File: config.mk
export PLATFORM = sky130hd
export DESIGN_NAME = display_mux
export DESIGN_NICKNAME = d
export VERILOG_FILES = /design/src/rtl/display_pkg.sv /design/src/rtl/display_phase_timer.sv /design/src/rtl/display_mux.sv
export SDC_FILE = /design/constraint.sdc
export NUM_CORES = 1
export LEC_CHECK = 0
export ABC_AREA = 0
export CORE_MARGIN = 2
export CORE_UTILIZATION = 58
export CTS_CLUSTER_SIZE = 20
export DETAILED_ROUTE_END_ITERATION = 16
export GPL_ROUTABILITY_DRIVEN = 0
export PLACE_DENSITY = 0.81
export SLEW_MARGIN = 10
export SYNTH_ARGS = -nofsm -noshare
export SYNTH_HDL_FRONTEND = slang
export SYNTH_SLANG_ARGS = --single-unit
File: constraint.sdc
create_clock -name clk -period 3.4 [get_ports clk]
set_clock_uncertainty 0.2 [all_clocks]
set_input_delay 0.68 -clock clk [delete_from_list [all_inputs] [get_ports clk]]
set_output_delay 0.68 -clock clk [all_outputs]
set_load 0.05 [all_outputs]
File: src/rtl/display_pkg.sv
// Shared types and constants for the two-digit multiplexed display driver.
package display_pkg;

    typedef enum logic [1:0] {
        SHOW_R   = 2'd0,
        BLANK_RL = 2'd1,
        SHOW_L   = 2'd2,
        BLANK_LR = 2'd3
    } disp_state_t;

    localparam logic [1:0] AN_OFF   = 2'b11;
    localparam logic [1:0] AN_RIGHT = 2'b10;
    localparam logic [1:0] AN_LEFT  = 2'b01;

endpackage

File: src/rtl/display_phase_timer.sv
// Phase timer: counts 0..N-1 in the current refresh state and flags the last cycle.
module display_phase_timer
    import display_pkg::*;
#(
    parameter int SHOW_CYCLES  = 12000,
    parameter int BLANK_CYCLES = 120
) (
    input  logic        clk,
    input  logic        reset,
    input  disp_state_t state,
    output logic        phase_done
);

    localparam int MAX_CYCLES = (SHOW_CYCLES > BLANK_CYCLES) ? SHOW_CYCLES : BLANK_CYCLES;
    localparam int CW         = (MAX_CYCLES > 1) ? $clog2(MAX_CYCLES) : 1;

    logic [CW-1:0] cnt_q;
    logic [CW-1:0] cnt_d;
    logic [CW-1:0] last_cnt;

    always_comb begin
        if (state == SHOW_R || state == SHOW_L) begin
            last_cnt = CW'(SHOW_CYCLES - 1);
        end else begin
            last_cnt = CW'(BLANK_CYCLES - 1);
        end
        phase_done = (cnt_q == last_cnt);
        // restart at zero together with the state change, never wrap mid-state
        cnt_d = phase_done ? '0 : cnt_q + 1'b1;
    end

    always_ff @(posedge clk) begin
        if (reset) begin
            cnt_q <= '0;
        end else begin
            cnt_q <= cnt_d;
        end
    end

endmodule

File: src/rtl/display_mux.sv
// Two-digit time-multiplexed display driver: key history, refresh FSM with
// blanking between digits, and registered select/anode outputs.
module display_mux
    import display_pkg::*;
#(
    parameter int SHOW_CYCLES  = 12000,
    parameter int BLANK_CYCLES = 120
) (
    input  logic       clk,
    input  logic       reset,
    input  logic       key_valid,
    input  logic [3:0] key_code,
    input  logic       clear,
    output logic [3:0] select,
    output logic [1:0] an
);

    disp_state_t state_q, state_d;
    logic [3:0]  dig_r_q, dig_r_d, dig_l_q, dig_l_d;
    logic        val_r_q, val_r_d, val_l_q, val_l_d;
    logic [3:0]  select_q, select_d;
    logic [1:0]  an_q, an_d;
    logic        phase_done;

    display_phase_timer #(
        .SHOW_CYCLES (SHOW_CYCLES),
        .BLANK_CYCLES(BLANK_CYCLES)
    ) u_timer (
        .clk       (clk),
        .reset     (reset),
        .state     (state_q),
        .phase_done(phase_done)
    );

    always_comb begin
        state_d = state_q;
        if (phase_done) begin
            case (state_q)
                SHOW_R:   state_d = BLANK_RL;
                BLANK_RL: state_d = SHOW_L;
                SHOW_L:   state_d = BLANK_LR;
                BLANK_LR: state_d = SHOW_R;
                default:  state_d = SHOW_R;
            endcase
        end

        dig_r_d = dig_r_q;
        dig_l_d = dig_l_q;
        val_r_d = val_r_q;
        val_l_d = val_l_q;
        if (clear) begin
            dig_r_d = 4'h0;
            dig_l_d = 4'h0;
            val_r_d = 1'b0;
            val_l_d = 1'b0;
        end else if (key_valid) begin
            dig_l_d = dig_r_q;
            val_l_d = val_r_q;
            dig_r_d = key_code;
            val_r_d = 1'b1;
        end

        // blank states pre-load the next digit so the decoder settles while dark
        case (state_q)
            SHOW_R: begin
                select_d = dig_r_q;
                an_d     = val_r_q ? AN_RIGHT : AN_OFF;
            end
            BLANK_RL: begin
                select_d = dig_l_q;
                an_d     = AN_OFF;
            end
            SHOW_L: begin
                select_d = dig_l_q;
                an_d     = val_l_q ? AN_LEFT : AN_OFF;
            end
            default: begin
                select_d = dig_r_q;
                an_d     = AN_OFF;
            end
        endcase
    end

    always_ff @(posedge clk) begin
        if (reset) begin
            state_q  <= SHOW_R;
            dig_r_q  <= 4'h0;
            dig_l_q  <= 4'h0;
            val_r_q  <= 1'b0;
            val_l_q  <= 1'b0;
            select_q <= 4'h0;
            an_q     <= AN_OFF;
        end else begin
            state_q  <= state_d;
            dig_r_q  <= dig_r_d;
            dig_l_q  <= dig_l_d;
            val_r_q  <= val_r_d;
            val_l_q  <= val_l_d;
            select_q <= select_d;
            an_q     <= an_d;
        end
    end

    assign select = select_q;
    assign an     = an_q;

endmodule

# Word level (Yosys, flattened, before mapping)

Index checks and enable logic that the tools add are counted.

Equal/unequal tests: 4
Reductions and logical operators: 5
Add/subtract/negate cells: 1
Multiplexer cells: 6

Operators with widths:

| operator                                                               | number |
|---|---|
| 14-bit by 1-bit adder with 14-bit output (second input constant)       | 1 |
| 14-bit equality test                                                   | 1 |
| 14-bit two-way mux                                                     | 1 |
| 2-bit one-hot mux with 4 select lines                                  | 1 |
| 2-bit OR reduction                                                     | 3 |
| 2-bit equality test (second input constant)                            | 2 |
| 4-bit two-way mux                                                      | 1 |
| 2-bit one-hot mux with 2 select lines                                  | 1 |
| 2-bit by 1-bit equality test with 1-bit output (second input constant) | 1 |
| 2-bit zero test                                                        | 1 |
| 2-bit two-way mux                                                      | 1 |
| 1-bit logical OR                                                       | 1 |
| 1-bit two-way mux                                                      | 1 |

Logic and storage cells: 24
Bits of input ports: 8
Output and inout bits: 6
Bits in registers: 32

# Longest topological paths before layout

Gate-level depths: netlist (run 1).

Depth in word-level cells: 5
Depth in mapped cells: 6
Depth with buffers taken out: 5

# Cells and area by module

A second synthesis (run 1) with hierarchy kept.

Cells, all modules: 136
Area total of the unflattened synthesis: 1401.3 µm²

By module, submodules not included:

| module              | seq. area each (µm²) | cells each | area each (µm²) | instances |
|---|---|---|---|---|
| display_phase_timer | 280.3                | 73         | 734.5           | 1 |
| display_mux         | 360.3                | 63         | 666.9           | 1 |

# Worst setup path before layout (run 1)

No wires, ideal clock.

Kind: input to register
Start: input key_valid
End: register dig_l_q[0]
Stages: 3
Path buffers: 1
Setup slack: 1.708 ns
Data required time: 3.072 ns
Setup time: 0.128 ns
Arrival: 1.364 ns
Cell sequence: clkbuf_1 -> mux2i_1 -> nor2_1

RTL lines:

| item                 | line              | source |
|---|---|---|
| from (decl)          | display_mux.sv:11 | `input logic key_valid,` |
| to (signal assigned) | display_mux.sv:96 | `dig_l_q <= dig_l_d;` |
| to (decl)            | display_mux.sv:19 | `logic [3:0] dig_r_q, dig_r_d, dig_l_q, dig_l_d;` |

# Worst setup path in the final report (run 1)

Start: register select_q[2], in the netlist select[2]
End: output select[2]

RTL lines:

| item                   | line              | source |
|---|---|---|
| from (decl)            | display_mux.sv:21 | `logic [3:0] select_q, select_d;` |
| from (signal assigned) | display_mux.sv:99 | `select_q <= select_d;` |
| to (decl)              | display_mux.sv:14 | `output logic [3:0] select,` |

No word-level cell between the ends.

==> run metrics, run 1 <==
DRT iter0 DRCs 21; layout cells sized above 1 8.228%; post-CTS sizing 0; layer with the highest usage met2; met2 usage 38.40%; CTS clock-pin slew for the worst setup and hold paths 0.10 ns; Critical path buffers and inverters 1; WP data arrival 1.46 ns; final WL 2553 um; Seq/Total Area, Yosys 47.81%; Slew Viols, Final 0; postcts setup bufs 0; Port-buffer cells 13; post-DP HPWL 1778 um; grt met3 use 6.609%; commonest non-fill, non-tap cell in the layout dfxtp_1; detailed-route wire length per cell 13.73 um; Finish-stage setup viols 0; Die H 52.07 um; DR pass1 iterations 4; clk_lat worst skew 0.33 ns; I/O Pins 14; CTS max path bufs 2; Max-Cap Viols 0; first-pass GRT wire length 4395 um; leakage 0.5364 nW; H-tree Lvls 2; Netlist cell types 25; crit path capture type output port; slew at the pin with the worst max-slew slack 0.5654 ns; Area after DPL 1483 um^2; final hold violation count 0; Net Count, Synth 153; All-Layer GR Usage 22.74%; fillers 174; pwr dens 452.6 nW/um^2; detailed-route via count 1034; Post-Syn Instances 142; largest net degree at the start of global routing 15; worst-path fanout max 1; Layout Area Growth over Synthesis 16.34%; CP max stage cell clkdlybuf4s50_1; Mapped Area 1340 um^2; num rows 17; most frequent cells in the layout 32 x dfxtp_1, 20 x nor2_1, 17 x nor3_1; Via density 5.559; Die W 52.07 um; Final Cell Area 1559 um^2; delay of the slowest critical-path stage 0.79 ns; Hold Path Class reg2reg; fin crit period 2.336 ns; Antenna Cells 0; Clock Sinks 32; Ys Warns 0; Hold Buf Count CTS 0; Max rail drop VDD 406.4 uV; Final Power 705.7 uW; max_slew headroom 62.19%; Nets 168; post-route ant nets 0; CTS tree built; Die ar. 2711 um^2; delay-heaviest family, CP buffers and inverters; total CTS buffers 5; WP data required 2.52 ns; met1 GRT Util 25.37%; vias in the first global route 1013; crit-path cells clkdlybuf4s50_1; RSZ-0062 raised after global routing false; Post-route DRC 0; startpoint types flop; Fmax 428.0 MHz; gr ovfl total 0; CTS Root Cell clkbuf_4; share of the clock period used by the worst path 68.72%; Avg Cell Area, Syn 9.437 um^2; core area 2191 um^2; kind of critical path reg2out; Starting Density 61.17%; initial antenna violation count 0; synthesized flop and latch total 32; setup_tns 0 ns; status finished, final reports clean
-- layout make-up --
class / count / area [um^2] / area share (%)
multi-input combinational: 98 / 646.9 / 41.49
clock buffer: 6 / 41.29 / 2.648
tap: 28 / 35.03 / 2.247
sequential: 32 / 640.6 / 41.09
timing repair buffer: 14 / 137.6 / 8.828
clock inverter: 2 / 35.03 / 2.247
inverter: 6 / 22.52 / 1.445
-- cell usage after synthesis --
cell	count	area, um^2
clkbuf_1	5	18.77
xnor2_1	10	87.58
o21a_1	2	15.01
and3_1	1	6.260
mux2i_1	14	140.1
buf_6	1	11.26
a211oi_1	1	7.510
and3_2	1	7.510
nand4b_1	2	17.52
nand4_1	3	18.77
inv_1	5	18.77
xor2_1	2	17.52
nor3b_1	1	7.510
dfxtp_1	32	640.6
inv_2	1	3.750
or4_4	1	11.26
a21oi_4	1	16.27
ha_1	3	37.54
nor2_1	20	75.07
or2_2	1	6.260
nor4b_1	1	8.760
nor4_1	2	12.51
nor3_1	17	85.08
nand3_1	10	50.05
nand2_1	5	18.77
-- metrics by stage --
stage	util, %	std cells	hold slack (ns)	setup WS (ns)
after floorplan	-	142	0.1809	1.708
after global placement	67.68	178	0.1942	1.298
after detailed placement	67.68	178	0.2067	1.248
after CTS	71.16	186	0.2313	1.052
after global routing	71.16	186	0.2562	1.010
final	71.16	186	0.2255	1.064
-- final timing paths --
path	from	endpoint	slack, ns	cells after the start
hold reg to reg	val_r_q	an[0]	0.23	1
setup / recovery	select[2]	select[2]	1.06	1
hold / removal	val_r_q	an[0]	0.23	1
setup reg to reg	u_timer.cnt_q[5]	state_q[1]	1.40	4
-- per-layer routing --
metal / routed length [um] / vias up
met3: 85 / 8
li1: - / 523
met4: 58 / 0
met5: 0 / -
met2: 1285 / 19
met1: 1123 / 484
-- state kept, by name, indices dropped and copies added (netlist names) --
signal,count
u_timer.cnt_q,14
dig_l_q,4
dig_r_q,4
select,4
an,2
state_q,2
val_l_q,1
val_r_q,1
-- power breakdown --
part | internal, mW | total, mW | switching (mW)
clock network | 0.154 | 0.280 | 0.126
registers | 0.382 | 0.387 | 0.00518
logic | 0.0189 | 0.0392 | 0.0203
total | 0.555 | 0.706 | 0.151
-- cell families (layout without fill, tap and decap cells) --
kind of cell / after synthesis / count (layout) / share of synthesized area [%]
AO/OA/AOI/OAI: 4 / 4 / 2.895
XOR/XNOR: 12 / 12 / 7.843
adder cells (fa/ha/maj): 3 / 3 / 2.801
buffers and inverters: 12 / 28 / 3.922
flip-flops: 32 / 32 / 47.81
multiplexers: 14 / 14 / 10.46
AND/OR/NAND/NOR: 65 / 65 / 24.28
(Power assumes the default switching activity.)
==> run 2, diff against run 1 <==
- CORE_UTILIZATION: 58 -> 54
- PLACE_DENSITY: 0.81 -> 0.77
- clock period: 3.4 -> 2.32 ns (I/O delays scaled with it)
==> run metrics, run 2 (synthesis results as in run 1) <==
commonest non-fill, non-tap cell in the layout dfxtp_1; H-tree Lvls 2 (unchanged); DRT met1 WL 1028 um (-8.5%); delay of the slowest critical-path stage 0.81 ns (+0.02 ns); post-route ant nets 0 (unchanged); Die ar. 2896 um^2 (+6.8%); Nets 168 (unchanged); crit-path cells clkdlybuf4s50_1; wire length on met2 1235 um (-3.9%); RSZ-0062 raised after global routing false; Port-buffer cells 13 (unchanged); CTS Root Cell clkbuf_4; Max-Cap Viols 0 (unchanged); DR pass1 iterations 4 (unchanged); Critical path buffers and inverters 1 (unchanged); core area 2410 um^2 (+10%); share of the clock period used by the worst path 91.48%; most frequent cells in the layout 32 x dfxtp_1, 20 x nor2_1, 17 x nor3_1; WP data arrival 1.46 ns (about the same); slew at the pin with the worst max-slew slack 0.5505 ns (-0.01485 ns); CP Depth 1 (unchanged); CP max stage cell clkdlybuf4s50_1; first-pass GRT wire length 4209 um (-4.2%); Area after DPL 1485 um^2 (+0.17%); max reg flops 14 (unchanged); CTS tree built; post-CTS sizing 0 (unchanged); max_slew headroom 63.19% (+0.99 points); All-Layer GR Usage 20.78% (-2.0 points); status finished, final reports clean; worst-path fanout max 1 (unchanged); Biggest register u_timer.cnt_q; gr ovfl total 0 (unchanged); Layout Area Growth over Synthesis 15.22%; DRT iter0 DRCs 13 (-38%); DR top layer met4; Hold Path Class reg2reg; final hold violation count 0 (unchanged); r2r setup slk 0.30 ns (-1.10 ns); Hold Buf Count CTS 0 (unchanged); detailed-route wire length per cell 12.92 um (-5.9%); vias in the first global route 993 (-2.0%); pwr dens 617.6 nW/um^2 (+36%); postcts setup bufs 0 (unchanged); fin crit period 2.122 ns; CTS max path bufs 2 (unchanged); R2R depth 4 (unchanged); Met3 Wirelength 114 um (+34%); Max rail drop VDD 444.8 uV (+9.5%); CTS clock-pin slew for the worst setup and hold paths 0.09 ns (about the same); Die W 53.82 um (+3.4%); initial antenna violation count 0 (unchanged); WP data required 1.66 ns (-0.86 ns); kind of critical path reg2out; Antenna Cells 0 (unchanged); Starting Density 55.61% (-5.6 points); Hold Path Cell Cnt 1 (unchanged); leakage 0.5267 nW (-1.8%); crit path capture type output port; Final Cell Area 1544 um^2 (-0.96%); final WL 2429 um (-4.9%); Die H 53.82 um (+3.4%); I/O Pins 14 (unchanged); setup_tns 0 ns (unchanged); num rows 18 (+1); post-DP HPWL 1712 um (-3.7%); Via density 5.394 (-3.0%); Post-route DRC 0 (unchanged); Slew Viols, Final 0 (unchanged); delay-heaviest family, CP buffers and inverters; Fmax 471.2 MHz; largest net degree at the start of global routing 17 (+2); fillers 221 (+27%); detailed-route via count 1014 (-1.9%); clk_lat worst skew 0.33 ns (about the same); layout cells sized above 1 7.595% (-0.63 points); Clock Sinks 32 (unchanged); Finish-stage setup viols 0 (unchanged); total CTS buffers 5 (unchanged); startpoint types flop
run 2: cell types whose count changed in the layout (fill, tap and decap cells not counted), sizes merged:
cell / change
bufinv: -1
clkinv: -1
clkbuf: +2
run 2: layer usage:
layer	vias up	GRT usage [%]
li1	522	-
met1	467	22.30
met2	20	35.98
met3	5	6.389
met4	0	11.54
met5	-	0
run 2: stage by stage:
step / hold WS (ns) / power [mW] / setup WS [ns] / util [%] / instances
after CTS: 0.2212 / 0.9648 / 0.1760 / 64.07 / 188
final: 0.2163 / 0.9536 / 0.1977 / 64.07 / 188
after global routing: 0.2329 / 0.9894 / 0.1355 / 64.07 / 188
after global placement: 0.2029 / 0.6346 / 0.4227 / 61.63 / 180
after floorplan: 0.1809 / 0.6136 / 0.6329 / - / 142
after detailed placement: 0.1988 / 0.6368 / 0.3810 / 61.63 / 180
run 2: area by class of cell:
type	instances	area [um^2]	share of cell area, %
Sequential cell	32	640.6	41.49
Timing Repair Buffer	14	137.6	8.914
Inverter	6	22.52	1.459
Multi-Input combinational cell	98	646.9	41.90
Tap cell	30	37.54	2.431
Clock buffer	8	58.81	3.809
run 2: final timing paths:
check,start,end
max reg2reg,u_timer.cnt_q[5],state_q[1]
min reg2reg,val_r_q,an[0]
min,val_r_q,an[0]
max,select[1],select[1]
run 2: where the power goes:
part / internal, mW / switching [mW]
clock: 0.149 / 0.181
combinational: 0.0279 / 0.0290
sequential: 0.559 / 0.00738
==> run 3, diff against run 2 <==
- CORE_MARGIN: 2 -> 4
- CTS_CLUSTER_DIAMETER: not set -> 200
==> run metrics, run 3 (synthesis results as in run 1) <==
status finished, final reports clean; post-CTS sizing 0 (unchanged); Post-route DRC 0 (unchanged); delay of the slowest critical-path stage 0.79 ns (-0.02 ns); CP max stage cell clkdlybuf4s50_1; Max rail drop VDD 610.6 uV (+37%); CTS clock-pin slew for the worst setup and hold paths 0.10 ns (about the same); Die ar. 3343 um^2 (+15%); Slew Viols, Final 0 (unchanged); Biggest register u_timer.cnt_q; Hold Path Cell Cnt 1 (unchanged); worst-path fanout max 1 (unchanged); R2R depth 4 (unchanged); WP data arrival 1.46 ns (about the same); postcts setup bufs 0 (unchanged); Final Power 1.046 mW (+9.6%); Worst R2R End state_q[1]; final WL 2441 um (+0.49%); largest net degree at the start of global routing 15 (-2); WP data required 1.66 ns (about the same); Hold Buf Count CTS 0 (unchanged); vias in the first global route 975 (-1.8%); core area 2276 um^2 (-5.6%); fin util 68.99% (+4.9 points); crit path capture type output port; initial antenna violation count 0 (unchanged); final hold violation count 0 (unchanged); Clock Sinks 32 (unchanged); slew at the pin with the worst max-slew slack 0.5591 ns (+0.008645 ns); kind of critical path reg2out; pwr dens 665.8 nW/um^2 (+7.8%); HP Start val_r_q; commonest non-fill, non-tap cell in the layout dfxtp_1; fin crit period 2.120 ns (-0.002039 ns); clk_lat worst skew 0.33 ns (about the same); Max-Cap Viols 0 (unchanged); H-tree Lvls 2 (unchanged); placed cell count 179 (-0.56%); layout cells sized above 1 9.434% (+1.8 points); DR pass1 iterations 4 (unchanged); startpoint types flop; post-DP HPWL 1722 um (+0.60%); share of the clock period used by the worst path 91.39% (about the same); total CTS buffers 5 (unchanged); CTS tree built; setup_tns 0 ns (unchanged); Fmax 471.6 MHz (about the same); gr ovfl total 0 (unchanged); max reg flops 14 (unchanged); RSZ-0062 raised after global routing false; DRT iter0 DRCs 25 (+12); max_slew headroom 62.61% (-0.58 points); Critical path buffers and inverters 1 (unchanged); Antenna Cells 0 (unchanged); delay-heaviest family, CP buffers and inverters; CTS Root Cell clkbuf_4; Layout Area Growth over Synthesis 17.18%; r2r setup slk 0.37 ns (+0.07 ns); num rows 17 (-1); worst hold endpoint an[0]; Starting Density 58.88% (+3.3 points); detailed-route via count 1007 (-0.69%); Die W 57.82 um (+7.4%); Port-buffer cells 13 (unchanged); final cell count without fillers 187 (-0.53%); Nets 169 (+0.60%); Finish-stage setup viols 0 (unchanged); I/O Pins 14 (unchanged); post-route ant nets 0 (unchanged); first-pass GRT wire length 4388 um (+4.3%); leakage 0.5402 nW (+2.6%); Die H 57.82 um (+7.4%); CTS max path bufs 2 (unchanged); All-Layer GR Usage 17.18% (-3.6 points); Hold Path Class reg2reg; worst reg2reg path startpoint u_timer.cnt_q[5]; Via density 5.385 (-0.16%); most frequent cells in the layout 32 x dfxtp_1, 20 x nor2_1, 17 x nor3_1; crit-path cells clkdlybuf4s50_1; detailed-route wire length per cell 13.05 um (+1.0%)
==> run 3: power by group <==
group          internal (mW)  switching [mW]  leakage, nW  total, mW
combinational         0.0290          0.0297        0.240     0.0587
sequential             0.559         0.00718        0.259      0.567
clock                  0.225           0.196       0.0412      0.420
==> run 3: area by class of cell <==
class,count,area (um^2)
sequential,32,640.6
clock buffer,5,37.54
clock inverter,3,42.54
fill,182,705.7
inverter,6,22.52
timing repair buffer,15,145.1
tap,28,35.03
multi-input combinational,98,646.9
==> run 3: per-stage QoR <==
stage / hold slack, ns / area (um^2) / setup WS, ns
after detailed placement: 0.2077 / 1490 / 0.3998
final: 0.2327 / 1570 / 0.1998
after CTS: 0.2352 / 1570 / 0.1872
after floorplan: 0.1809 / 1340 / 0.6329
after global routing: 0.2521 / 1570 / 0.1372
after global placement: 0.1957 / 1490 / 0.4322
==> run 3: routing by layer <==
| metal | global-route usage (%) | wire length [um] |
|---|---|---|
| met2 | 24.68 | 1027 |
| met1 | 22.57 | 1250 |
| met3 | 6.013 | 94 |
| met5 | 0 | 0 |
| met4 | 8.940 | 68 |
==> run 3: worst reg2reg max path, delay by kind of cell (launching register included) <==
| kind | cells | cell delay [ns] |
|---|---|---|
| AND/OR/NAND/NOR | 2 | 0.60 |
| AO/OA/AOI/OAI | 1 | 0.42 |
| flip-flops | 1 | 0.44 |
| multiplexers | 1 | 0.22 |
==> run 3: worst max-delay path by stage <==
stage | from | end | slack (ns) | cells after the start
after floorplan | u_timer.cnt_q[3] | u_timer.cnt_q[5] | 0.63 | 5
after global placement | key_valid | dig_l_q[2] | 0.43 | 3
after detailed placement | reset | u_timer.cnt_q[10] | 0.40 | 4
after CTS | select[0] | select[0] | 0.19 | 1
after global routing | select[3] | select[3] | 0.14 | 1
final | select[1] | select[1] | 0.20 | 1
